$ cat src/rtl/isolde_xif_result_arbiter_if.sv
// rtl/isolde_xif_result_arbiter_if.sv - coprocessor-side and CPU-side XIF result signals of the arbiter
interface isolde_xif_result_arbiter_if #(
   parameter int N_PORTS  = 2,
   parameter int RESULT_W = 60,
   parameter int SRC_W    = $clog2(N_PORTS)
);
   logic [N_PORTS-1:0]          cp_result_valid_i;
   logic [N_PORTS-1:0]          cp_result_ready_o;
   logic [N_PORTS*RESULT_W-1:0] cp_result_i;
   logic                        cpu_result_valid_o;
   logic                        cpu_result_ready_i;
   logic [RESULT_W-1:0]         cpu_result_o;
   logic [SRC_W-1:0]            cpu_result_src_o;
   logic                        busy_o;

   modport slave (
      input  cp_result_valid_i, cp_result_i, cpu_result_ready_i,
      output cp_result_ready_o, cpu_result_valid_o, cpu_result_o, cpu_result_src_o, busy_o
   );

   modport master (
      output cp_result_valid_i, cp_result_i, cpu_result_ready_i,
      input  cp_result_ready_o, cpu_result_valid_o, cpu_result_o, cpu_result_src_o, busy_o
   );
endinterface

$ cat src/rtl/isolde_xif_result_arbiter.sv
// rtl/isolde_xif_result_arbiter.sv - round-robin merge of N coprocessor XIF result channels into one buffered CPU result channel
module isolde_xif_result_arbiter #(
   parameter int N_PORTS  = 2,
   parameter int RESULT_W = 60,
   parameter int SRC_W    = $clog2(N_PORTS)
) (
   input  logic                         clk_i,
   input  logic                         rst_i,
   isolde_xif_result_arbiter_if.slave   xif
);

   logic                out_valid_q, out_valid_d;
   logic [RESULT_W-1:0] out_data_q,  out_data_d;
   logic [SRC_W-1:0]    out_src_q,   out_src_d;
   logic [SRC_W-1:0]    rr_ptr_q,    rr_ptr_d;

   logic                load_en;
   logic                grant_found;
   logic                grant;
   logic [SRC_W-1:0]    grant_idx;
   logic [SRC_W-1:0]    cand_idx;
   logic [N_PORTS-1:0]  cp_ready;
   int                  cand;

   assign load_en = !out_valid_q || xif.cpu_result_ready_i;
   assign grant   = load_en && grant_found;

   // Scan ports starting at rr_ptr, wrapping modulo N_PORTS; first valid port wins.
   always_comb begin
      grant_found = 1'b0;
      grant_idx   = '0;
      cand        = 0;
      cand_idx    = '0;
      for (int i = 0; i < N_PORTS; i++) begin
         cand     = (int'(rr_ptr_q) + i) % N_PORTS;
         cand_idx = SRC_W'(cand);
         if (!grant_found && xif.cp_result_valid_i[cand_idx]) begin
            grant_found = 1'b1;
            grant_idx   = cand_idx;
         end
      end
   end

   always_comb begin
      cp_ready = '0;
      if (!rst_i && grant) begin
         cp_ready[grant_idx] = 1'b1;
      end
   end

   always_comb begin
      out_valid_d = out_valid_q;
      out_data_d  = out_data_q;
      out_src_d   = out_src_q;
      rr_ptr_d    = rr_ptr_q;
      if (grant) begin
         out_valid_d = 1'b1;
         out_data_d  = xif.cp_result_i[int'(grant_idx)*RESULT_W +: RESULT_W];
         out_src_d   = grant_idx;
         rr_ptr_d    = (grant_idx == SRC_W'(N_PORTS - 1)) ? '0 : grant_idx + 1'b1;
      end else if (xif.cpu_result_ready_i) begin
         // Drain with nothing to replace it: buffer empties.
         out_valid_d = 1'b0;
      end
   end

   always_ff @(posedge clk_i) begin
      if (rst_i) begin
         out_valid_q <= 1'b0;
         out_data_q  <= '0;
         out_src_q   <= '0;
         rr_ptr_q    <= '0;
      end else begin
         out_valid_q <= out_valid_d;
         out_data_q  <= out_data_d;
         out_src_q   <= out_src_d;
         rr_ptr_q    <= rr_ptr_d;
      end
   end

   assign xif.cp_result_ready_o  = cp_ready;
   assign xif.cpu_result_valid_o = out_valid_q;
   assign xif.cpu_result_o       = out_data_q;
   assign xif.cpu_result_src_o   = out_src_q;
   assign xif.busy_o             = out_valid_q;

endmodule

$ cat src/flat_wrapper.sv
// flat-port wrapper written by rule: the top's interface ports become plain ports
module isolde_xif_result_arbiter_flat 
#(
   parameter int N_PORTS  = 2,
   parameter int RESULT_W = 60,
   parameter int SRC_W    = $clog2(N_PORTS)
)
  (clk_i, rst_i, xif_cp_result_valid_i, xif_cp_result_i, xif_cpu_result_ready_i, xif_cp_result_ready_o, xif_cpu_result_valid_o, xif_cpu_result_o, xif_cpu_result_src_o, xif_busy_o);
  isolde_xif_result_arbiter_if #(.N_PORTS(N_PORTS), .RESULT_W(RESULT_W), .SRC_W(SRC_W)) xif_i ();
  input  logic clk_i;
  input  logic rst_i;
  input wire logic [$bits(xif_i.cp_result_valid_i)-1:0] xif_cp_result_valid_i;
  input wire logic [$bits(xif_i.cp_result_i)-1:0] xif_cp_result_i;
  input wire logic [$bits(xif_i.cpu_result_ready_i)-1:0] xif_cpu_result_ready_i;
  output wire logic [$bits(xif_i.cp_result_ready_o)-1:0] xif_cp_result_ready_o;
  output wire logic [$bits(xif_i.cpu_result_valid_o)-1:0] xif_cpu_result_valid_o;
  output wire logic [$bits(xif_i.cpu_result_o)-1:0] xif_cpu_result_o;
  output wire logic [$bits(xif_i.cpu_result_src_o)-1:0] xif_cpu_result_src_o;
  output wire logic [$bits(xif_i.busy_o)-1:0] xif_busy_o;
  assign xif_i.cp_result_valid_i = xif_cp_result_valid_i;
  assign xif_i.cp_result_i = xif_cp_result_i;
  assign xif_i.cpu_result_ready_i = xif_cpu_result_ready_i;
  assign xif_cp_result_ready_o = xif_i.cp_result_ready_o;
  assign xif_cpu_result_valid_o = xif_i.cpu_result_valid_o;
  assign xif_cpu_result_o = xif_i.cpu_result_o;
  assign xif_cpu_result_src_o = xif_i.cpu_result_src_o;
  assign xif_busy_o = xif_i.busy_o;
  isolde_xif_result_arbiter #(.N_PORTS(N_PORTS), .RESULT_W(RESULT_W), .SRC_W(SRC_W)) u_core (.clk_i(clk_i), .rst_i(rst_i), .xif(xif_i));
endmodule
$ cat config.mk
export PLATFORM = sky130hd
export DESIGN_NAME = isolde_xif_result_arbiter_flat
export DESIGN_NICKNAME = d
export VERILOG_FILES = /design/src/rtl/isolde_xif_result_arbiter_if.sv /design/src/rtl/isolde_xif_result_arbiter.sv /design/src/flat_wrapper.sv
export SDC_FILE = /design/constraint.sdc
export NUM_CORES = 1
export LEC_CHECK = 0
export ABC_AREA = 1
export BUFFER_PORTS_ARGS = -buffer_cell sky130_fd_sc_hd__buf_2
export CORE_UTILIZATION = 31
export CTS_CLUSTER_SIZE = 16
export DETAILED_ROUTE_END_ITERATION = 12
export HOLD_SLACK_MARGIN = 0.05
export PLACE_DENSITY = 0.63
export SLEW_MARGIN = 30
export SYNTH_ARGS = -nofsm -noshare
export SYNTH_HDL_FRONTEND = slang
export SYNTH_SLANG_ARGS = --single-unit
$ cat constraint.sdc
create_clock -name clk_i -period 1.2 [get_ports clk_i]
set_clock_uncertainty 0.05 [all_clocks]
set_input_delay 0.12 -clock clk_i [delete_from_list [all_inputs] [get_ports clk_i]]
set_output_delay 0.12 -clock clk_i [all_outputs]
set_load 0.02 [all_outputs]
# Word level (Yosys, flattened, before mapping)
# Cells that the tools add are included.
# word_totals
reg_bits	63
output_inout_bits	65
elab_cells	35
# op_classes
add_sub_neg	2
mul	1
n_lt_le_gt_ge	4
n_shift	1
n_mux	14
n_reduce_logical	9
# ops
operator	n
variable part select 120 x 32 -> 60 bit	1
2-to-1 mux 1 bit	12
< comparator 1 x 2 -> 1 bit, second input constant	3
multiplier 1 x 4 -> 5 bit, second input constant	1
logical AND 1 bit	4
zero test 1 bit	3
adder 1 bit, second input constant	2
2-to-1 mux 2 bit	1
nonzero test 2 bit	1
demux 1 bit (select 1 bit)	1
>= comparator 1 bit, second input constant	1
logical OR 1 bit	1

# Longest topological paths before layout
# Gate-level depths: netlist (run 1).
# depth
ltp_word	11
mapped_depth	8
ltp_nobuf	7

# Least setup slack after synthesis (run 1)
# Ideal clock, no wire load.
# synth_path
path_type	flip-flop to output port
startpoint	register u_core.out_valid_q (netlist: u_core.xif.busy_o)
endpoint	output xif_cp_result_ready_o[1]
arrival_time_ns	1.230
required_ns	1.030
path_slack_ns	-0.200
path_stages_with_launch	5
path_buffers	1
path_cell_list	dfxtp_1 > nand2_2 > clkbuf_1 > nand2_1 > nor2_1
# synth_via
elab_chain_cells	5
# synth_rtl
element	line	text
start, declared	isolde_xif_result_arbiter.sv:12	logic out_valid_q, out_valid_d;
start signal, assigned	isolde_xif_result_arbiter.sv:74	out_valid_q <= out_valid_d;
zero test 1 bit	isolde_xif_result_arbiter.sv:25	assign load_en = !out_valid_q || xif.cpu_result_ready_i;
logical OR 1 bit	isolde_xif_result_arbiter.sv:25	
logical AND 1 bit	isolde_xif_result_arbiter.sv:26	assign grant = load_en && grant_found;
logical AND 1 bit	isolde_xif_result_arbiter.sv:46	if (!rst_i && grant) begin
2-to-1 mux 2 bit	isolde_xif_result_arbiter.sv:46	
end, declared	flat_wrapper.sv:15	output wire logic [$bits(xif_i.cp_result_ready_o)-1:0] xif_cp_result_ready_o;
# Every way passes these cells.

# Worst setup path in the final report (run 1)
# layout_path
startpoint	register u_core.rr_ptr_q
endpoint	output xif_cp_result_ready_o[1]
# layout_via
elab_chain_cells	11
elab_cells_between_ends	19
# layout_rtl
element	line	text
start, declared	isolde_xif_result_arbiter.sv:15	logic [SRC_W-1:0] rr_ptr_q, rr_ptr_d;
start signal, assigned	isolde_xif_result_arbiter.sv:77	rr_ptr_q <= rr_ptr_d;
2-to-1 mux 1 bit (not written as such) (2 in a row)	isolde_xif_result_arbiter.sv:37	if (!grant_found && xif.cp_result_valid_i[cand_idx]) begin
2-to-1 mux 1 bit	isolde_xif_result_arbiter.sv:37	
zero test 1 bit	isolde_xif_result_arbiter.sv:37	
logical AND 1 bit	isolde_xif_result_arbiter.sv:37	
2-to-1 mux 1 bit	isolde_xif_result_arbiter.sv:37	
< comparator 1 x 2 -> 1 bit (not written as such) or >= comparator 1 bit (tied branches)	isolde_xif_result_arbiter.sv:47	cp_ready[grant_idx] = 1'b1;
logical AND 1 bit (not written as such)	isolde_xif_result_arbiter.sv:47	
2-to-1 mux 1 bit (not written as such)	isolde_xif_result_arbiter.sv:47	
demux 1 bit (select 1 bit)	n/a	
2-to-1 mux 2 bit *	isolde_xif_result_arbiter.sv:46	
# Mark *: on every way between the ends. The rest lies on a longest branch, timed or not. The select of a mux whose other input is x is not followed.

==> metrics.md, run 1 <==
| Metric | Value |
|---|---|
| Logic gate share of total power | 30.5% |
| Largest net degree at the start of global routing | 48 |
| Net count reported at finish | 832 |
| Async S/R FF share, synth | 0% |
| Avg Inst Size Synth | 7.185 sq um |
| Outcome | finished with violations |
| Number of nets with antenna violations after detailed routing | 0 |
| Remaining global-route overflow | 0 |
| Top-count cell post-synth | sky130_fd_sc_hd__nand3_1 |
| Portion of total power attributed to sequential cells | 35.5% |
| Synth-to-layout area growth | 104.2% |
| Non-filler cells in the finished layout | 841 |
| Worst Setup Slack, final | -0.2448 ns |
| Seq cells post-synth | 63 |
| Number of warnings issued by yosys | 0 |
| Number of flops mapped to enable cells by yosys | 0 |
| Biggest area consumer among synthesized cells | sky130_fd_sc_hd__dfxtp_1 |
| Type of destination of the critical path | primary output |
| Via count of the first global-routing pass | 4168 |
| Wire length of the first global-routing pass | 19830 um |
| Fin crit share | 120.4% |
| Number of buffers on the longest clock path | 2 |
| CTS clk-pin slew, worst paths | 0.07 ns |
| Remaining design rule violation count | 0 |
| Commonest cells in the netlist | sky130_fd_sc_hd__nand3_1 (134), sky130_fd_sc_hd__nand2_1 (101), sky130_fd_sc_hd__dfxtp_1 (63) |
| Root Buffer | sky130_fd_sc_hd__clkbuf_8 |
| Worst-margin pin slew | 0.3134 ns |
| Post-synth cell types | 18 |
| Highest Clock Rate | 692.2 MHz |
| Count of endpoints failing hold in the final timing report | 0 |
| Required arrival time at the worst endpoint | 1.03 ns |
| Critical path peak fanout | 2 |
| Total wirelength of the detailed-routed design | 13520 um |
| Signal arrival time at the worst endpoint | 1.27 ns |
| Highest ir drop seen on vdd | 0.0006097 V |
| Detailed-router iteration count before antenna repair | 6 |
| Fraction of final layout cells with drive strength greater than 1 | 43.12% |
| Number of nets produced by synthesis | 536 |
| Relative max-transition margin | 79.11% |
| Mean number of vias per cell | 5.113 |
| Number of instances in the synthesized netlist | 411 |
| Critical setup path kind | reg2out |
| CTS buffer count | 9 |
| Global Route Usage Sum | 25.56% |
| Area of the placeable core | 9240 sq um |
| Diode count | 0 |
| Number of buffer cells added on primary ports | 189 |
| Delay of the slowest cell on the worst path | 0.33 ns |
| Leakage power total | 2.987 nW |
| Summed instance area of the synthesized netlist | 2953 sq um |
| Switching fraction of total power | 29.97% |
| Vias | 4300 |
| Total of endpoints with negative setup slack in the final report | 64 |
| DP Wirelength | 6700 um |
| Number of violations of the max-capacitance limit | 0 |
| Number of placed instances, taps included | 706 |
| RePlAce Congestion | 0.7878 |
| Class of the most critical hold timing path | in2reg |
| Per-cell routed wire length | 16.07 um |
| Sinks on the clock net | 63 |
| Reg-to-reg setup timing slack | -0.17 ns |
| Power density normalized to cell area | 1117 nW/um^2 |
| Initial Util | 31.96% |
| Cell chain of the critical path | inv_2 -> a21boi_4 -> buf_12 -> nand2_4 -> nor2_4 -> buf_6 |
| Total Die Area | 9919 sq um |
| Setup repair after global routing missed its margin | true |
| Critical path launch point type | flop |
| Initial detailed-routing violation count | 217 |
| Slowest cell on the critical path | sky130_fd_sc_hd__dfxtp_2 |
| Final Max Tran Viols | 0 |
| Flip-flop cell with the highest count after synthesis | sky130_fd_sc_hd__dfxtp_1 |
| Row cnt | 35 |
| Number of antenna violations at the first check in global routing | 0 |
| Total negative slack | -6.366 ns |
| Chip height | 99.60 um |
| Share of Yosys cell area claimed by the top area cell type | 42.71% |
| Net switching component of the power | 2.018 mW |
| Sequential element share of the synthesized area | 42.71% |
| Clock period minus final worst setup slack | 1.445 ns |
| Number of H-tree levels | 3 |
| Cells taking the most area after synthesis | sky130_fd_sc_hd__dfxtp_1 (43%), sky130_fd_sc_hd__nand3_1 (23%), sky130_fd_sc_hd__nand2_1 (13%) |
| Share of power burned in the clock network | 34.0% |
| Clock insertion delay at the later pin of the skew report | 0.33 ns |
| I/O pin total | 190 |
| Clock tree from TritonCTS | built |
| Die Wd | 99.60 um |
| Internal power component | 4.715 mW |
| Failing checks | setup timing |
[power by group through the flow]
stage          sequential (mW)  clock, mW  combinational (mW)
3_5_place_dp              2.43          0                1.35
2_1_floorplan             2.65          0               0.550
4_1_cts                   2.38       2.34                1.79
5_1_grt                   2.41       2.43                2.20
6_report                  2.39       2.29                2.06
3_3_place_gp              2.42          0                1.33
[flip-flops by register name, indices dropped and copies added (netlist names)]
| name | count |
|---|---|
| u_core.rr_ptr_q | 1 |
| u_core.xif.cpu_result_src_o | 1 |
| u_core.xif.cpu_result_o | 60 |
| u_core.xif.busy_o | 1 |
[stage by stage]
step           utilization [%]  total power, mW  hold WS [ns]  setup slack, ns  instance area (sq um)
4_1_cts                  59.89            6.510       0.05022          -0.2966                   5534
3_5_place_dp             43.82            3.771        0.2713          -0.4070                   4049
5_1_grt                  65.25            7.046       0.07203          -0.3067                   6030
6_report                 65.25            6.734       0.07324          -0.2448                   6030
2_1_floorplan                -            3.202        0.1731         -0.02604                   2958
3_3_place_gp             43.82            3.748        0.2608          -0.3482                   4049
[cell usage in the layout (no fill, tap or decap), drive strengths merged]
cell type | Yosys | routed
clkbuf | 12 | 15
nand2 | 102 | 102
inv | 2 | 2
a21oi | 24 | 24
nor2 | 4 | 5
bufinv | 0 | 3
clkinvlp | 0 | 1
bufbuf | 0 | 1
dlygate4sd3 | 0 | 88
nand3 | 134 | 134
a21boi | 1 | 1
dfxtp | 63 | 63
clkinv | 1 | 3
buf | 30 | 232
o21ai | 1 | 1
nand4 | 37 | 37
[logic make-up (layout without fill, tap and decap cells)]
family	after synthesis	count (layout)	share of synthesized area, %
buf+inv	45	345	7.458
simple gates	277	278	44.45
flops	63	63	42.71
compound gates	26	26	5.382
[worst paths after layout]
kind,from,cells after the start,to
max,u_core.rr_ptr_q,6,xif_cp_result_ready_o[1]
min,xif_cp_result_i[24],5,u_core.xif.cpu_result_o[24]
max reg2reg,u_core.rr_ptr_q,8,u_core.xif.cpu_result_o[59]
min reg2reg,u_core.xif.cpu_result_o[19],2,u_core.xif.cpu_result_o[19]
[area by class of cell]
class | instances | area, sq um
Inverter | 3 | 12.51
Clock inverter | 6 | 107.6
Sequential cell | 63 | 1264
Timing Repair Buffer | 326 | 2606
Tap cell | 129 | 161.4
Fill cell | 749 | 3211
Multi-Input combinational cell | 304 | 1740
Clock buffer | 10 | 137.6
[metal layers]
metal  global-route usage, %  routed length, um  vias up  share of wire (%)
met5                       0                  0        -                  0
li1                        -                  -     2038                  -
met2                   44.23               6523      253                 48
met3                   7.379               1055       54                7.8
met1                   28.11               5371     1955                 40
met4                   14.25                567        0                4.2
[worst max-delay path: cells and delay by family, from the launching register on]
| kind | cells | cell delay [ns] |
|---|---|---|
| flops | 1 | 0.33 |
| buf+inv | 3 | 0.30 |
| compound gates | 1 | 0.18 |
| simple gates | 2 | 0.13 |
[repair_timing]
action / CTS / global route
setup endpoints to repair: 53 / 66
hold endpoints to repair: 48 / 0
hold buffers: 88 / 0
cloned: 5 / 5
pin swaps: 7 / 41
resized for setup: 31 / 69
setup buffers: 14 / 8
(Power assumes the default switching activity.)
==> run 2: changes to the inputs <==
--- a/config.mk
+++ b/config.mk
@@ -7,11 +7,12 @@
 export LEC_CHECK = 0
 export ABC_AREA = 1
 export BUFFER_PORTS_ARGS = -buffer_cell sky130_fd_sc_hd__buf_2
-export CORE_UTILIZATION = 31
+export CORE_UTILIZATION = 30
 export CTS_CLUSTER_SIZE = 16
 export DETAILED_ROUTE_END_ITERATION = 12
+export GPL_ROUTABILITY_DRIVEN = 0
 export HOLD_SLACK_MARGIN = 0.05
-export PLACE_DENSITY = 0.63
+export PLACE_DENSITY = 0.61
 export SLEW_MARGIN = 30
 export SYNTH_ARGS = -nofsm -noshare
 export SYNTH_HDL_FRONTEND = slang
==> run 2 against run 1 <==
Compared with the run above:
- the run still ends with setup timing left
- register-to-register slack better by 0.03 ns
- fmax rose by 7.5%
- sequential power about the same
- combinational power grew 3%
- sequential share of layout area is 0.17 points lower
- non-clock buffer count is 10 lower
- design area grew 1.0%
- total power fell by 7.7%
- clock power shrank 26%
- wire length up 4.1%
- critical path depth up 2
==> metrics.md, run 2 (same netlist as run 1, synthesis figures left out) <==
| Metric | Value |
|---|---|
| Mean number of vias per cell | 5.149 |
| Die Wd | 101.2 um |
| DP Wirelength | 6939 um |
| Detailed-router iteration count before antenna repair | 5 |
| Logic gate share of total power | 34.3% |
| Number of nets with antenna violations after detailed routing | 0 |
| CTS buffer count | 9 |
| Total wirelength of the detailed-routed design | 14070 um |
| Length of routed met2 wiring | 7154 um |
| Area of the placeable core | 9371 sq um |
| Remaining design rule violation count | 0 |
| Critical path peak fanout | 5 |
| Vias | 4274 |
| Wire length of the first global-routing pass | 19780 um |
| Worst-margin pin slew | 0.3112 ns |
| Net count reported at finish | 821 |
| Count of endpoints failing hold in the final timing report | 0 |
| Sinks on the clock net | 63 |
| Non-filler cells in the finished layout | 830 |
| Class of the most critical hold timing path | in2reg |
| Sum of internal, switching and leakage power | 6.212 mW |
| Clock period minus final worst setup slack | 1.345 ns |
| Footprint of the flip-flops and latches | 1266 sq um |
| Fraction of final layout cells with drive strength greater than 1 | 47.93% |
| Signal arrival time at the worst endpoint | 1.56 ns |
| Capturing instance or port of the critical path | u_core.xif.cpu_result_o[1] |
| Via count of the first global-routing pass | 4163 |
| WL met1 | 5176 um |
| Share of power burned in the clock network | 27.1% |
| CTS clk-pin slew, worst paths | 0.07 ns |
| Leakage power total | 3.004 nW |
| Commonest cells after routing, fill and taps aside | sky130_fd_sc_hd__buf_2 (187), sky130_fd_sc_hd__nand2_1 (97), sky130_fd_sc_hd__dlygate4sd3_1 (84) |
| Final Max Tran Viols | 0 |
| Total of endpoints with negative setup slack in the final report | 52 |
| Remaining global-route overflow | 0 |
| Critical path launch point type | flop |
| Highest Clock Rate | 743.7 MHz |
| Number of buffers on the longest clock path | 2 |
| Failing checks | setup timing |
| Worst setup startpoint | u_core.rr_ptr_q |
| Portion of total power attributed to sequential cells | 38.6% |
| Internal power component | 4.149 mW |
| Outcome | finished with violations |
| Number of placed instances, taps included | 705 |
| Max reg flops | 60 |
| Number of violations of the max-capacitance limit | 0 |
| Net switching component of the power | 2.063 mW |
| Highest ir drop seen on vdd | 0.0005445 V |
| I/O pin total | 190 |
| Per-cell routed wire length | 16.96 um |
| Largest net degree at the start of global routing | 64 |
| Number of cells on the worst reg-to-reg path | 8 |
| Routed wl met3 | 1045 um |
| Relative max-transition margin | 79.25% |
| Number of H-tree levels | 3 |
| Number of antenna violations at the first check in global routing | 0 |
| Fin crit share | 112.0% |
| Reg-to-reg setup timing slack | -0.14 ns |
| Power density normalized to cell area | 1020 nW/um^2 |
| Worst Setup Slack, final | -0.1446 ns |
| Total non-filler cell area in the finished layout | 6090 sq um |
| Row cnt | 35 |
| Critical setup path kind | reg2reg |
| Initial Util | 31.51% |
| Synth-to-layout area growth | 106.2% |
| Type of destination of the critical path | flop |
| Clock tree from TritonCTS | built |
| Chip height | 101.2 um |
| Endpoint of the worst register-to-register path | u_core.xif.cpu_result_o[1] |
| Setup repair after global routing missed its margin | true |
| Required arrival time at the worst endpoint | 1.42 ns |
| Global Route Usage Sum | 25.07% |
| Highest routing layer actually used | met4 |
| Critical register-to-register path startpoint | u_core.rr_ptr_q |
| Standard cell area after detailed placement | 4091 sq um |
| Fill cells | 794 |
| Area of the multi-input gates | 1993 sq um |
| Clock insertion delay at the later pin of the skew report | 0.32 ns |
| Most common library cell in the layout ignoring fill and taps | sky130_fd_sc_hd__buf_2 |
| Number of buffer cells added on primary ports | 189 |
| Root Buffer | sky130_fd_sc_hd__clkbuf_8 |
| Switching fraction of total power | 33.20% |
| Total Die Area | 10240 sq um |
| Diode count | 0 |
| Initial detailed-routing violation count | 189 |
## run 2: cell types whose count changed in the layout (fill, tap and decap cells not counted), sizes merged
cell | before | now
buf | 232 | 229
bufinv | 3 | 0
dlygate4sd3 | 88 | 84
nor2 | 5 | 4
## run 2: worst min-delay path by stage
stage	startpoint	cells after the start	end
after floorplan	xif_cp_result_i[2]	2	u_core.xif.cpu_result_o[2]
final	xif_cp_result_i[30]	5	u_core.xif.cpu_result_o[30]
after CTS	xif_cp_result_i[34]	5	u_core.xif.cpu_result_o[34]
after detailed placement	xif_cp_result_i[2]	3	u_core.xif.cpu_result_o[2]
after global routing	xif_cp_result_i[34]	5	u_core.xif.cpu_result_o[34]
after global placement	xif_cp_result_i[38]	3	u_core.xif.cpu_result_o[38]
## run 2: area by class of cell
class	count	area share, %
Timing Repair Buffer	316	40.72
Multi-Input combinational cell	303	32.73
Sequential cell	63	20.79
Tap cell	129	2.651
Clock buffer	13	2.609
Clock inverter	3	0.2877
Inverter	3	0.2055
## run 2: through the flow
step	setup slack (ns)	util (%)	hold slack [ns]	TNS (ns)
after CTS	-0.1794	62.11	0.05118	-5.213
after detailed placement	-0.03892	43.66	0.2699	-0.2671
after global routing	-0.2258	64.98	0.07423	-10.22
after global placement	-0.01959	43.66	0.2669	-0.04763
final	-0.1446	64.98	0.07022	-4.898
after floorplan	-0.02604	-	0.1731	-0.02604
## run 2: power groups by stage
stage / Sequential, mW / Clock, mW / Combinational (mW)
4_1_cts: 2.38 / 1.73 / 1.98
3_3_place_gp: 2.42 / 0 / 1.37
5_1_grt: 2.42 / 1.83 / 2.27
3_5_place_dp: 2.42 / 0 / 1.38
6_report: 2.40 / 1.69 / 2.13
2_1_floorplan: 2.65 / 0 / 0.550
## run 2: repair_timing
action	CTS	global route
endpoints found under the setup margin	37	64
hold buffers	84	0
cloned	10	2
pin swaps	10	24
endpoints found under the hold margin	44	0
buffers inserted	16	7
gates resized for setup	82	66
## run 2: critical path, cell delays in order (launching register included)
cell	delay [ns]
sky130_fd_sc_hd__dfxtp_2	0.33
sky130_fd_sc_hd__inv_2	0.07
sky130_fd_sc_hd__a21boi_4	0.06
sky130_fd_sc_hd__buf_6	0.13
sky130_fd_sc_hd__nor2_4	0.18
sky130_fd_sc_hd__buf_12	0.15
sky130_fd_sc_hd__buf_8	0.13
sky130_fd_sc_hd__nand3_2	0.08
sky130_fd_sc_hd__nand3_1	0.10
## run 2: per-layer routing
layer / vias up / global-route usage [%]
met5: - / 0
met4: 0 / 14.94
met2: 254 / 44.06
met3: 58 / 7.039
met1: 1951 / 26.84
li1: 2011 / -
==> run 3: changes to the inputs <==
--- a/config.mk
+++ b/config.mk
@@ -7,12 +7,13 @@
 export LEC_CHECK = 0
 export ABC_AREA = 1
 export BUFFER_PORTS_ARGS = -buffer_cell sky130_fd_sc_hd__buf_2
-export CORE_UTILIZATION = 30
+export CORE_UTILIZATION = 38
 export CTS_CLUSTER_SIZE = 16
 export DETAILED_ROUTE_END_ITERATION = 12
 export GPL_ROUTABILITY_DRIVEN = 0
 export HOLD_SLACK_MARGIN = 0.05
-export PLACE_DENSITY = 0.61
+export PLACE_DENSITY = 0.75
+export SKIP_CTS_REPAIR_TIMING = 1
 export SLEW_MARGIN = 30
 export SYNTH_ARGS = -nofsm -noshare
 export SYNTH_HDL_FRONTEND = slang
==> run 3 against run 2 <==
Compared with the run above:
- the run still ends with setup timing left
- via count shrank 0.89%
- sequential power is essentially flat
- die area shrank 21%
- flip-flop and latch count is the same
- critical path depth shrank 2
==> metrics.md, run 3 (same netlist as run 1, synthesis figures left out) <==
| Metric | Value |
|---|---|
| Outcome | finished with violations |
| Failing checks | setup timing |
| Die Wd | 90.15 um |
| Area of the placeable core | 7370 sq um |
| Total of endpoints with negative setup slack in the final report | 62 |
| Fin crit share | 122.3% |
| Number of buffers on the longest clock path | 2 |
| Standard cell area after detailed placement | 4043 sq um |
| Total non-filler cell area in the finished layout | 5275 sq um |
| CTS buffer count | 9 |
| Final Max Tran Viols | 0 |
| Number of H-tree levels | 3 |
| Cell count of the worst hold path | 5 |
| Chip height | 90.15 um |
| Slowest cell on the critical path | sky130_fd_sc_hd__dfxtp_2 |
| Initial Util | 40.07% |
| CTS clk-pin slew, worst paths | 0.07 ns |
| Sinks on the clock net | 63 |
| Type of destination of the critical path | primary output |
| Via count of the first global-routing pass | 3191 |
| Sum of internal, switching and leakage power | 5.761 mW |
| Leakage power total | 2.645 nW |
| Most Frequent Cell on Critical Path | sky130_fd_sc_hd__buf_6 |
| DP Wirelength | 6771 um |
| Clock tree from TritonCTS | built |
| Critical register-to-register path startpoint | u_core.xif.busy_o |
| Initial detailed-routing violation count | 186 |
| Reg-to-reg setup timing slack | -0.13 ns |
| Max reg flops | 60 |
| I/O pin total | 190 |
| HP Start | xif_cp_result_i[116] |
| Clock insertion delay at the later pin of the skew report | 0.33 ns |
| Number of buffer cells added on primary ports | 189 |
| Post-route worst hold slack | 0.04212 ns |
| Highest ir drop seen on vdd | 0.0005320 V |
| Delay of the slowest cell on the worst path | 0.33 ns |
| Total wirelength of the detailed-routed design | 12590 um |
| Diode count | 0 |
| Per-cell routed wire length | 16.02 um |
| Row cnt | 31 |
| Commonest cells after routing, fill and taps aside | sky130_fd_sc_hd__buf_2 (185), sky130_fd_sc_hd__nand3_1 (134), sky130_fd_sc_hd__nand2_1 (98) |
| Power density normalized to cell area | 1092 nW/um^2 |
| Fraction of final layout cells with drive strength greater than 1 | 37.99% |
| Count of endpoints failing hold in the final timing report | 0 |
| Worst Setup Slack, final | -0.2670 ns |
| Remaining global-route overflow | 0 |
| Setup repair after global routing missed its margin | true |
| Mean number of vias per cell | 5.389 |
| Critical setup path kind | reg2out |
| Highest Clock Rate | 681.6 MHz |
| Worst-margin pin slew | 0.2678 ns |
| Net count reported at finish | 808 |
| End point of the worst hold path | u_core.xif.cpu_result_o[56] |
| Remaining design rule violation count | 0 |
| Signal arrival time at the worst endpoint | 1.30 ns |
| Fill cells | 568 |
| Required arrival time at the worst endpoint | 1.03 ns |
| Number of violations of the max-capacitance limit | 0 |
| Detailed-router iteration count before antenna repair | 5 |
| Endpoint of the worst register-to-register path | u_core.xif.cpu_result_o[14] |
| Root Buffer | sky130_fd_sc_hd__clkbuf_8 |
| Number of antenna violations at the first check in global routing | 0 |
| Critical path peak fanout | 3 |
| Non-filler cells in the finished layout | 786 |
| Wire length of the first global-routing pass | 14880 um |
| Number of placed instances, taps included | 682 |
| Clock period minus final worst setup slack | 1.467 ns |
| Cell chain of the critical path | inv_2 -> a21boi_4 -> buf_6 -> nand2_4 -> nor2_4 -> buf_6 |
| Critical path launch point type | flop |
| Vias | 4236 |
| Most common library cell in the layout ignoring fill and taps | sky130_fd_sc_hd__buf_2 |
| Synth-to-layout area growth | 78.64% |
| Total Die Area | 8127 sq um |
| Class of the most critical hold timing path | in2reg |
| Largest net degree at the start of global routing | 69 |
| Number of nets with antenna violations after detailed routing | 0 |
| Global Route Usage Sum | 22.46% |
| Relative max-transition margin | 82.15% |
| Number of cells on the worst reg-to-reg path | 5 |
-- run 3: cell types whose count changed in the layout (fill, tap and decap cells not counted), moves of 4 or more --
cell,previous run,this run
sky130_fd_sc_hd__dlygate4sd3_1,84,75
sky130_fd_sc_hd__buf_4,11,23
sky130_fd_sc_hd__nand3_1,64,134
sky130_fd_sc_hd__buf_12,12,6
sky130_fd_sc_hd__buf_16,4,0
sky130_fd_sc_hd__nand3_4,15,0
sky130_fd_sc_hd__nand3_2,55,0
-- run 3: layout make-up --
class / count / area [sq um] / share of cell area (%)
Tap cell: 99 / 123.9 / 2.348
Multi-Input combinational cell: 304 / 1534 / 29.08
Timing Repair Buffer: 302 / 2178 / 41.30
Clock inverter: 4 / 22.52 / 0.4269
Clock buffer: 11 / 141.4 / 2.680
Sequential cell: 63 / 1264 / 23.96
Inverter: 3 / 11.26 / 0.2135
-- run 3: critical path: cells and delay by family (launching register included) --
| kind | cells | cell delay [ns] |
|---|---|---|
| and+or+nand+nor | 2 | 0.16 |
| buffers and inverters | 3 | 0.30 |
| DFF | 1 | 0.33 |
| AOI/OAI and AO/OA | 1 | 0.17 |
-- run 3: worst max-delay path by stage --
stage | slack [ns] | endpoint | cells after the start | startpoint
floorplan | -0.03 | xif_cp_result_ready_o[1] | 5 | u_core.rr_ptr_q
global placement | -0.31 | u_core.xif.cpu_result_o[37] | 5 | u_core.rr_ptr_q
detailed placement | -0.35 | u_core.xif.cpu_result_o[45] | 5 | u_core.rr_ptr_q
CTS | -0.39 | xif_cp_result_ready_o[1] | 5 | u_core.xif.busy_o
global route | -0.33 | xif_cp_result_ready_o[1] | 6 | u_core.rr_ptr_q
finish | -0.27 | xif_cp_result_ready_o[1] | 6 | u_core.rr_ptr_q
-- run 3: per-stage QoR --
step                      utilization (%)  setup TNS [ns]  setup slack (ns)
final                               71.58          -3.681           -0.2670
after global routing                71.58          -8.164           -0.3259
after CTS                           57.08          -15.09           -0.3907
after detailed placement            54.86          -13.01           -0.3461
after global placement              54.86          -11.46           -0.3116
after floorplan                         -        -0.02604          -0.02604
-- run 3: routing by layer --
layer,part of all wire [%],global-route usage (%)
met1,37,26.92
met2,50,37.66
met3,7.7,6.007
met4,5.6,9.812
met5,0,0
-- run 3: where the power goes --
part | switching [mW] | total (mW) | internal (mW)
sequential | 0.104 | 2.39 | 2.28
clock | 0.810 | 1.59 | 0.784
combinational | 0.962 | 1.78 | 0.816
